`config.mk`:
```
export PLATFORM = sky130hd
export DESIGN_NAME = osd_spi_ctrl
export DESIGN_NICKNAME = d
export VERILOG_FILES = /design/src/rtl/osd_pkg.sv /design/src/rtl/spi_byte_rx.sv /design/src/rtl/osd_spi_ctrl.sv
export SDC_FILE = /design/constraint.sdc
export NUM_CORES = 1
export LEC_CHECK = 0
export BUFFER_PORTS_ARGS = -buffer_cell sky130_fd_sc_hd__buf_4
export CORE_MARGIN = 4
export CORE_UTILIZATION = 45
export DETAILED_ROUTE_END_ITERATION = 6
export SLEW_MARGIN = 25
export SYNTH_ARGS = -nofsm -noshare
export SYNTH_HDL_FRONTEND = slang
export SYNTH_SLANG_ARGS = --single-unit
```
`constraint.sdc`:
```
create_clock -name clk_sys -period 2.1 [get_ports clk_sys]
set_input_delay 0.21 -clock clk_sys [delete_from_list [all_inputs] [get_ports clk_sys]]
set_output_delay 0.21 -clock clk_sys [all_outputs]
set_load 0.03 [all_outputs]
```
`src/rtl/osd_pkg.sv`:
```
// Shared constants, command encodings and FSM state type for the OSD SPI command path.
package osd_pkg;

    localparam int unsigned OSD_LINES  = 8;
    localparam int unsigned LINE_W     = $clog2(OSD_LINES);
    localparam int unsigned LINE_LEN   = 256;
    localparam int unsigned COL_W      = $clog2(LINE_LEN);
    localparam int unsigned ADDR_W     = LINE_W + COL_W;
    localparam int unsigned BYTE_W     = 8;
    localparam int unsigned BIT_CNT_W  = $clog2(BYTE_W);
    localparam int unsigned SYNC_DEPTH = 2;

    localparam logic [2:0] CMD_WRITE  = 3'b001;
    localparam logic [2:0] CMD_ENABLE = 3'b010;

    typedef enum logic [1:0] {
        IDLE = 2'd0,
        CMD  = 2'd1,
        DATA = 2'd2,
        SKIP = 2'd3
    } osd_state_t;

    // Opcode field of a command byte.
    function automatic logic [2:0] cmd_op(input logic [BYTE_W-1:0] cmd);
        return cmd[7:5];
    endfunction

endpackage

```
`src/rtl/spi_byte_rx.sv`:
```
// Oversampling SPI byte receiver: synchronises SCK/SS/DI into clk_sys and assembles MSB-first bytes.
module spi_byte_rx
    import osd_pkg::*;
(
    input  logic              clk_sys,
    input  logic              reset_n,
    input  logic              spi_sck,
    input  logic              spi_ss_n,
    input  logic              spi_di,
    output logic              byte_done,
    output logic [BYTE_W-1:0] rx_byte,
    output logic              ss_fall,
    output logic              ss_rise,
    output logic              ss_active
);

    logic [SYNC_DEPTH-1:0] sck_sync;
    logic [SYNC_DEPTH-1:0] ss_sync;
    logic [SYNC_DEPTH-1:0] di_sync;
    logic                  sck_d;
    logic                  ss_d;
    logic                  in_frame;
    logic [BIT_CNT_W-1:0]  bit_cnt;
    logic [BYTE_W-1:0]     sr;

    logic sck_s_c;
    logic ss_s_c;
    logic di_s_c;
    logic sck_rise_c;
    logic ss_fall_c;
    logic ss_rise_c;
    logic shift_c;

    assign sck_s_c = sck_sync[SYNC_DEPTH-1];
    assign ss_s_c  = ss_sync[SYNC_DEPTH-1];
    assign di_s_c  = di_sync[SYNC_DEPTH-1];

    // Edges from the synchronised value and its registered copy. A fall is only
    // seen after SS has been observed high, so a line already low out of reset
    // never opens a frame; a rise only matters for an open frame.
    assign sck_rise_c = sck_s_c & ~sck_d;
    assign ss_fall_c  = ss_d & ~ss_s_c;
    assign ss_rise_c  = ss_s_c & ~ss_d & in_frame;
    assign shift_c    = sck_rise_c & in_frame;

    assign ss_active = in_frame;

    // Two-flop synchronisers plus the delayed copies used for edge detection.
    always_ff @(posedge clk_sys or negedge reset_n) begin
        if (!reset_n) begin
            sck_sync <= '0;
            ss_sync  <= '0;
            di_sync  <= '0;
            sck_d    <= 1'b0;
            ss_d     <= 1'b0;
        end else begin
            sck_sync <= {sck_sync[SYNC_DEPTH-2:0], spi_sck};
            ss_sync  <= {ss_sync[SYNC_DEPTH-2:0], spi_ss_n};
            di_sync  <= {di_sync[SYNC_DEPTH-2:0], spi_di};
            sck_d    <= sck_s_c;
            ss_d     <= ss_s_c;
        end
    end

    // Frame tracking, bit counter, shift register and registered byte/edge strobes.
    always_ff @(posedge clk_sys or negedge reset_n) begin
        if (!reset_n) begin
            in_frame  <= 1'b0;
            bit_cnt   <= '0;
            sr        <= '0;
            byte_done <= 1'b0;
            rx_byte   <= '0;
            ss_fall   <= 1'b0;
            ss_rise   <= 1'b0;
        end else begin
            byte_done <= 1'b0;
            ss_fall   <= ss_fall_c;
            ss_rise   <= ss_rise_c;

            if (ss_fall_c) begin
                in_frame <= 1'b1;
            end else if (ss_rise_c) begin
                in_frame <= 1'b0;
            end

            // A clock edge landing with the closing SS edge still belongs to the frame.
            if (shift_c) begin
                sr      <= {sr[BYTE_W-2:0], di_s_c};
                bit_cnt <= bit_cnt + BIT_CNT_W'(1);
                if (bit_cnt == BIT_CNT_W'(BYTE_W - 1)) begin
                    byte_done <= 1'b1;
                    rx_byte   <= {sr[BYTE_W-2:0], di_s_c};
                end
            end

            // Either SS edge discards any partial byte.
            if (ss_fall_c || ss_rise_c) begin
                bit_cnt <= '0;
            end
        end
    end

endmodule

```
`src/rtl/osd_spi_ctrl.sv`:
```
// OSD SPI command decoder: turns received bytes into frame-buffer writes and the overlay enable.
module osd_spi_ctrl #(
    parameter int unsigned OSD_LINES  = osd_pkg::OSD_LINES,
    parameter logic [2:0]  CMD_WRITE  = osd_pkg::CMD_WRITE,
    parameter logic [2:0]  CMD_ENABLE = osd_pkg::CMD_ENABLE
) (
    input  logic                            clk_sys,
    input  logic                            reset_n,
    input  logic                            SPI_SCK,
    input  logic                            SPI_SS3,
    input  logic                            SPI_DI,
    output logic                            osd_enable,
    output logic                            buf_we,
    output logic [$clog2(OSD_LINES)+7:0]    buf_addr,
    output logic [7:0]                      buf_data,
    output logic                            cmd_valid,
    output logic [7:0]                      cmd_byte,
    output logic                            busy
);

    import osd_pkg::osd_state_t;
    import osd_pkg::IDLE;
    import osd_pkg::CMD;
    import osd_pkg::DATA;
    import osd_pkg::SKIP;
    import osd_pkg::BYTE_W;
    import osd_pkg::COL_W;
    import osd_pkg::cmd_op;

    localparam int unsigned LINE_W = $clog2(OSD_LINES);

    logic              rx_done;
    logic [BYTE_W-1:0] rx_byte;
    logic              rx_ss_fall;
    logic              rx_ss_rise;
    logic              rx_active;

    osd_state_t        state;
    logic [LINE_W-1:0] line;
    logic [COL_W-1:0]  col;

    // Serial front end: synchronisers, edge detection and byte assembly.
    spi_byte_rx u_rx (
        .clk_sys   (clk_sys),
        .reset_n   (reset_n),
        .spi_sck   (SPI_SCK),
        .spi_ss_n  (SPI_SS3),
        .spi_di    (SPI_DI),
        .byte_done (rx_done),
        .rx_byte   (rx_byte),
        .ss_fall   (rx_ss_fall),
        .ss_rise   (rx_ss_rise),
        .ss_active (rx_active)
    );

    // Command FSM with line/column counters and registered outputs.
    always_ff @(posedge clk_sys or negedge reset_n) begin
        if (!reset_n) begin
            state      <= IDLE;
            line       <= '0;
            col        <= '0;
            osd_enable <= 1'b0;
            buf_we     <= 1'b0;
            buf_addr   <= '0;
            buf_data   <= '0;
            cmd_valid  <= 1'b0;
            cmd_byte   <= '0;
            busy       <= 1'b0;
        end else begin
            buf_we    <= 1'b0;
            cmd_valid <= 1'b0;
            busy      <= rx_active;

            case (state)
                IDLE: begin
                    if (rx_ss_fall) begin
                        state <= CMD;
                    end
                end
                CMD: begin
                    if (rx_done) begin
                        cmd_valid <= 1'b1;
                        cmd_byte  <= rx_byte;
                        if (cmd_op(rx_byte) == CMD_WRITE) begin
                            line  <= rx_byte[LINE_W-1:0];
                            col   <= '0;
                            state <= DATA;
                        end else if (cmd_op(rx_byte) == CMD_ENABLE) begin
                            osd_enable <= rx_byte[0];
                            state      <= SKIP;
                        end else begin
                            state <= SKIP;
                        end
                    end
                end
                DATA: begin
                    // Column wraps within the addressed line; the line never advances.
                    if (rx_done) begin
                        buf_we   <= 1'b1;
                        buf_addr <= {line, col};
                        buf_data <= rx_byte;
                        col      <= col + COL_W'(1);
                    end
                end
                SKIP: begin
                end
                default: begin
                    state <= IDLE;
                end
            endcase

            // Frame end wins last, after any byte completing in the same cycle.
            if (rx_ss_rise) begin
                state <= IDLE;
            end
        end
    end

endmodule
```
Word-level counts from Yosys, hierarchy flattened
Index checks and enable logic that the tools add are counted.

Register bits: 74. Latch bits: 0. Bits in writable memories: 0. ROM bits: 0. Bits of input ports: 5. Output and inout port bits: 31. Logic and storage cells: 74. Memories kept: 0.

Add/sub/neg operators: 2. Multiply operators: 0. Div/mod/pow operators: 0. $lt $le $gt $ge: 0. Eq/ne operators: 10. Shift-type cells: 0. Muxes and demuxes: 18. Bitwise gates (word level): 9. Reduce and logical (&&, ||, !) cells: 13.

Operator list (number): $mux W8 (3); $pmux W8 S2 (1); $add A8 B1 Y8 const B (1); $mux W1 (8); $reduce_and A4 Y1 (2); $mux W2 (3); $mux W3 (2); $ne A3 B1 Y1 const B (2); $reduce_and A2 Y1 (3); $reduce_and A3 Y1 (2); $reduce_bool A2 Y1 (3); $and A1 B1 Y1 (5); $ne A2 B1 Y1 const B (2); $not A1 Y1 (4); $pmux W2 S2 (1); $add A3 B1 Y3 const B (1); $eq A3 B1 Y1 const B (1); $eq A3 B2 Y1 const B (1); $eq A3 B3 Y1 const B (1); $reduce_bool A3 Y1 (1); $eq A2 B1 Y1 const B (1); $eq A2 B2 Y1 const B (1); $logic_not A2 Y1 (1); $ne A2 B2 Y1 const B (1); $logic_or A1 B1 Y1 (1).

Logic depth before layout (Yosys ltp)
Word-level depth: 5. Gate-level depth with buffers: 5.

By module
From an unflattened synthesis, not the netlist that was laid out.

Cell total of the unflattened synthesis: 204. Area total of the unflattened synthesis: 2839.0 um^2.

By module, submodules not included: osd_spi_ctrl (instances 1, cells an instance 124, area each 1727.9 um^2); spi_byte_rx (instances 1, cells an instance 80, area each 1111.1 um^2).

Least setup slack after synthesis
OpenSTA, ideal clock, no wires.

Kind: register -> register. From: register u_rx.bit_cnt[0]. To: register u_rx.rx_byte[0]. Data arrival time: 1.393 ns. Slack: 0.582 ns. Cell stages (with the launch flop): 5. Path buffers: 0. Cell sequence: dfrtp_1 -> ha_1 -> ha_1 -> nand4b_1 -> mux2_2.

Cells in the longest elaborated chain, start to end: 2.

Ends and longest elaborated chain: start, declared (RTL line spi_byte_rx.sv:23) `logic [BIT_CNT_W-1:0] bit_cnt;`; start signal, assigned (RTL line spi_byte_rx.sv:89) `bit_cnt <= bit_cnt + BIT_CNT_W'(1);`; $eq A3 B3 Y1 (RTL line spi_byte_rx.sv:90) `if (bit_cnt == BIT_CNT_W'(BYTE_W - 1)) begin`; $reduce_and A2 Y1 (no source line); end signal, assigned (RTL line spi_byte_rx.sv:92) `rx_byte <= {sr[BYTE_W-2:0], di_s_c};`; end, declared (RTL line spi_byte_rx.sv:11) `output logic [BYTE_W-1:0] rx_byte,`.

Every way passes these cells. A chain may end at the register's enable or synchronous reset.

Worst setup path after layout
From: register u_rx.bit_cnt[0]. To: register u_rx.rx_byte[7].

The elaborated chain is that of the path after synthesis.

==> results.yml <==
timing:
  hold_viol: 0
  fmax_mhz: 610
  grt_setup_unrepaired: "false"
  fin_setup_tns_ns: 0
  post-route-period-util_pct: 78.1
  worst_slew_pin_slew_ns: 0.543
  postLayoutSetupSlackWorst_ns: 0.460
  relSlewSlack_pct: 63.7
  slew_violations: 0
  setup_violations: 0
  period_minus_slack_ns: 1.64
  final.setup_skew_ns: 0.0116
power:
  p_clk_share_pct: 34.7
  p_int_uw: 2010
  pwr-share-comb_pct: 5.1
  vdd_drop_max_uv: 536
  power_frac_seq_pct: 60.1
  power_density_mw_per_mm2: 767
  leakagePower_uw: 0.00179
  switching_share_pct: 22.5
  p_sw_uw: 585
detailed_routing:
  viasPerCell: 4.95
  routedWlPerCell_um: 14.0
  finalWirelength_um: 4910
  ant_nets: 0
  drc_errors: 0
  drtIter0Drc: 65
  firstDrtPassIters: 6
  dr_total_vias: 1732
global_routing:
  antenna_found_initial: 0
  track_usage_pct: 14.6
  overflow: 0
  grt_pass1_vias: 1723
  grt_max_degree: 40
  grt_pass1_wl_um: 8320
final_layout:
  final_nets: 282
  fin_util_pct: 56.6
  diodes: 0
  fillers: 511
  drive_gt1_share_pct: 30.2
  instances_no_fill: 350
  area_growth_pct: 20.1
setup_path:
  start_kind: "flip-flop"
  crit_end: "u_rx.rx_byte[7]$_DFFE_PN0P_"
  timing.rr.start: "u_rx.bit_cnt[0]$_DFFE_PN0P_"
  critPathKind: "reg -> reg"
  cp.arrival_ns: 1.87
  cpMostUsedCell: "ha_1"
  crit_path_start: "u_rx.bit_cnt[0]$_DFFE_PN0P_"
  max_stage_delay_ns: 0.39
  cp_cell_sequence: "ha_1, ha_1, nand4b_1, mux2_2"
  crit_family: "flip-flops"
  cp.depth: 4
  ff2ff_setup_slack_ns: 0.46
  cp_max_fo: 9
  slowest_stage: "dfrtp_1"
  crit_required_ns: 2.33
  endpoint_kind: "flip-flop"
  r2r-end: "u_rx.rx_byte[7]$_DFFE_PN0P_"
  path_buf_inv: 0
  ff2ff_path_depth: 4
clock_tree:
  cts_inserted_buffers: 9
  cts_root_buffer: "clkbuf_8"
  cts_tree: "built"
  cts.reportedPaths.clkPinSlew_ns: 0.07
  clkLatencyLatePin_ns: 0.34
  clockBufferDepth: 2
  cts.sinks: 74
  cts_max_level: 3
synth:
  synth_seq_cells: 74
  synthCells: 225
  yosysMostFrequentCell: "dfrtp_1"
  synth_flop_cell: "dfrtp_1"
  syn_area_mm2: 0.00282
  synth_common_cells: "dfrtp_1, nand2_1, mux2_2, inv_1"
  avgSynthCellArea_um2: 12.5
  synthArstFlopShare_pct: 100
  yosysTopAreaCell: "dfrtp_1"
  ys_types: 34
  yosys-top-cells-area: "dfrtp_1, mux2_2, nand2_1"
  seq_area_frac_synth_pct: 65.6
  syn_nets: 233
  yosysWarnings: 0
  yosysTopAreaCellShare_pct: 65.6
  synth_enable_flop_cells: 0
floorplanning:
  rows: 28
  initial_core_util_pct: 47.1
  core_mm2: 0.00599
  die_h_um: 87.2
  num_io_pins: 36
  dieArea_mm2: 0.00760
  die_w_um: 87.2
min_path:
  hold_path_startpoint: "u_rx.sck_sync[0]$_DFF_PN0_"
  hold_path.class: "reg -> reg"
place:
  placed_cells: 334
  place_hpwl_um: 3260
  pre_cts_slack_ns: 0.452
  gp_congestion: 0.727
  io_buffers: 35
run:
  cap_viol_max_count: 0
status:
  status: "completed"
## flip-flops by register name, summed over array words and instances, names as in the netlist
register	cells
cmd_valid	1
col	8
line	3
buf_we	1
buf_data	8
u_rx.sr	7
u_rx.ss_sync	2
u_rx.sck_d	1
u_rx.rx_byte	8
u_rx.byte_done	1
busy	1
state	2
osd_enable	1
u_rx.sck_sync	2
u_rx.bit_cnt	3
cmd_byte	8
u_rx.di_sync	2
u_rx.ss_rise	1
buf_addr	11
u_rx.ss_fall	1
u_rx.ss_active	1
u_rx.ss_d	1
## power groups by stage
stage	Sequential [uW]	Combinational, uW	Clock, uW
2_1_floorplan	1570	77.2	0
3_3_place_gp	1590	128	0
3_5_place_dp	1590	133	0
4_1_cts	1560	138	942
5_1_grt	1570	150	995
6_report	1560	133	903
## routing by layer
metal	global-route usage, %	vias up	wire length, um
met3	3.97	11	202
met1	20.8	828	2490
met5	0	-	0
met4	9.21	0	141
met2	19.7	33	2070
li1	-	860	-
## per-stage QoR
step                instance area [um2]  power [uW]  hold slack (ns)
floorplan                          2820        1650          -0.0856
global placement                   3200        1720            0.221
detailed placement                 3200        1720            0.220
CTS                                3390        2640            0.351
global route                       3390        2710            0.353
finish                             3390        2600            0.350
## what timing repair did
action,CTS,global route
endpoints found under the hold margin,41,0
resized for setup,0,0
setup buffers,0,0
hold buffers,4,0
## cells in the final DEF (no fill, tap or decap), types with 3 or more instances in the layout
cell type       n
inv_1           8
nand2_1        58
dlygate4sd3_1   4
ha_1            3
or4_1           3
clkbuf_8       10
nor2_1          4
o21ai_0         6
a21oi_1         6
buf_4          41
mux2_2         26
dfrtp_1        74
## final cells by class
class	instances	area, um2	share of cell area [%]
Timing Repair Buffer	46	368	10.9
Sequential cell	74	1850	54.7
Clock inverter	1	5.00	0.148
Multi-Input combinational cell	135	898	26.5
Inverter	8	30.0	0.886
Tap cell	75	93.8	2.77
Clock buffer	11	141	4.17
## kinds of logic (layout without fill, tap and decap cells)
kind of cell / count (synthesis) / after routing / share of synthesized area [%]
and+or+nand+nor: 80 / 80 / 13.5
DFF: 74 / 74 / 65.6
muxes: 30 / 30 / 11.9
AOI/OAI and AO/OA: 20 / 20 / 4.43
buffers and inverters: 16 / 66 / 2.53
adders and majority gates: 4 / 4 / 1.69
xor gates and xnor gates: 1 / 1 / 0.310
## how the worst min path moves through the flow
| stage | endpoint | cells after the start | slack (ns) |
|---|---|---|---|
| after global placement | buf_data[0]$_DFFE_PN0P_ | 1 | 0.22 |
| after detailed placement | buf_addr[8]$_DFFE_PN0P_ | 1 | 0.22 |
| after global routing | u_rx.sck_sync[1]$_DFF_PN0_ | 0 | 0.35 |
| after floorplan | buf_addr[0]$_DFFE_PN0P_ | 0 | -0.09 |
| after CTS | u_rx.sck_sync[1]$_DFF_PN0_ | 0 | 0.35 |
| final | u_rx.sck_sync[1]$_DFF_PN0_ | 0 | 0.35 |
Power figures use the tool's default switching activity.
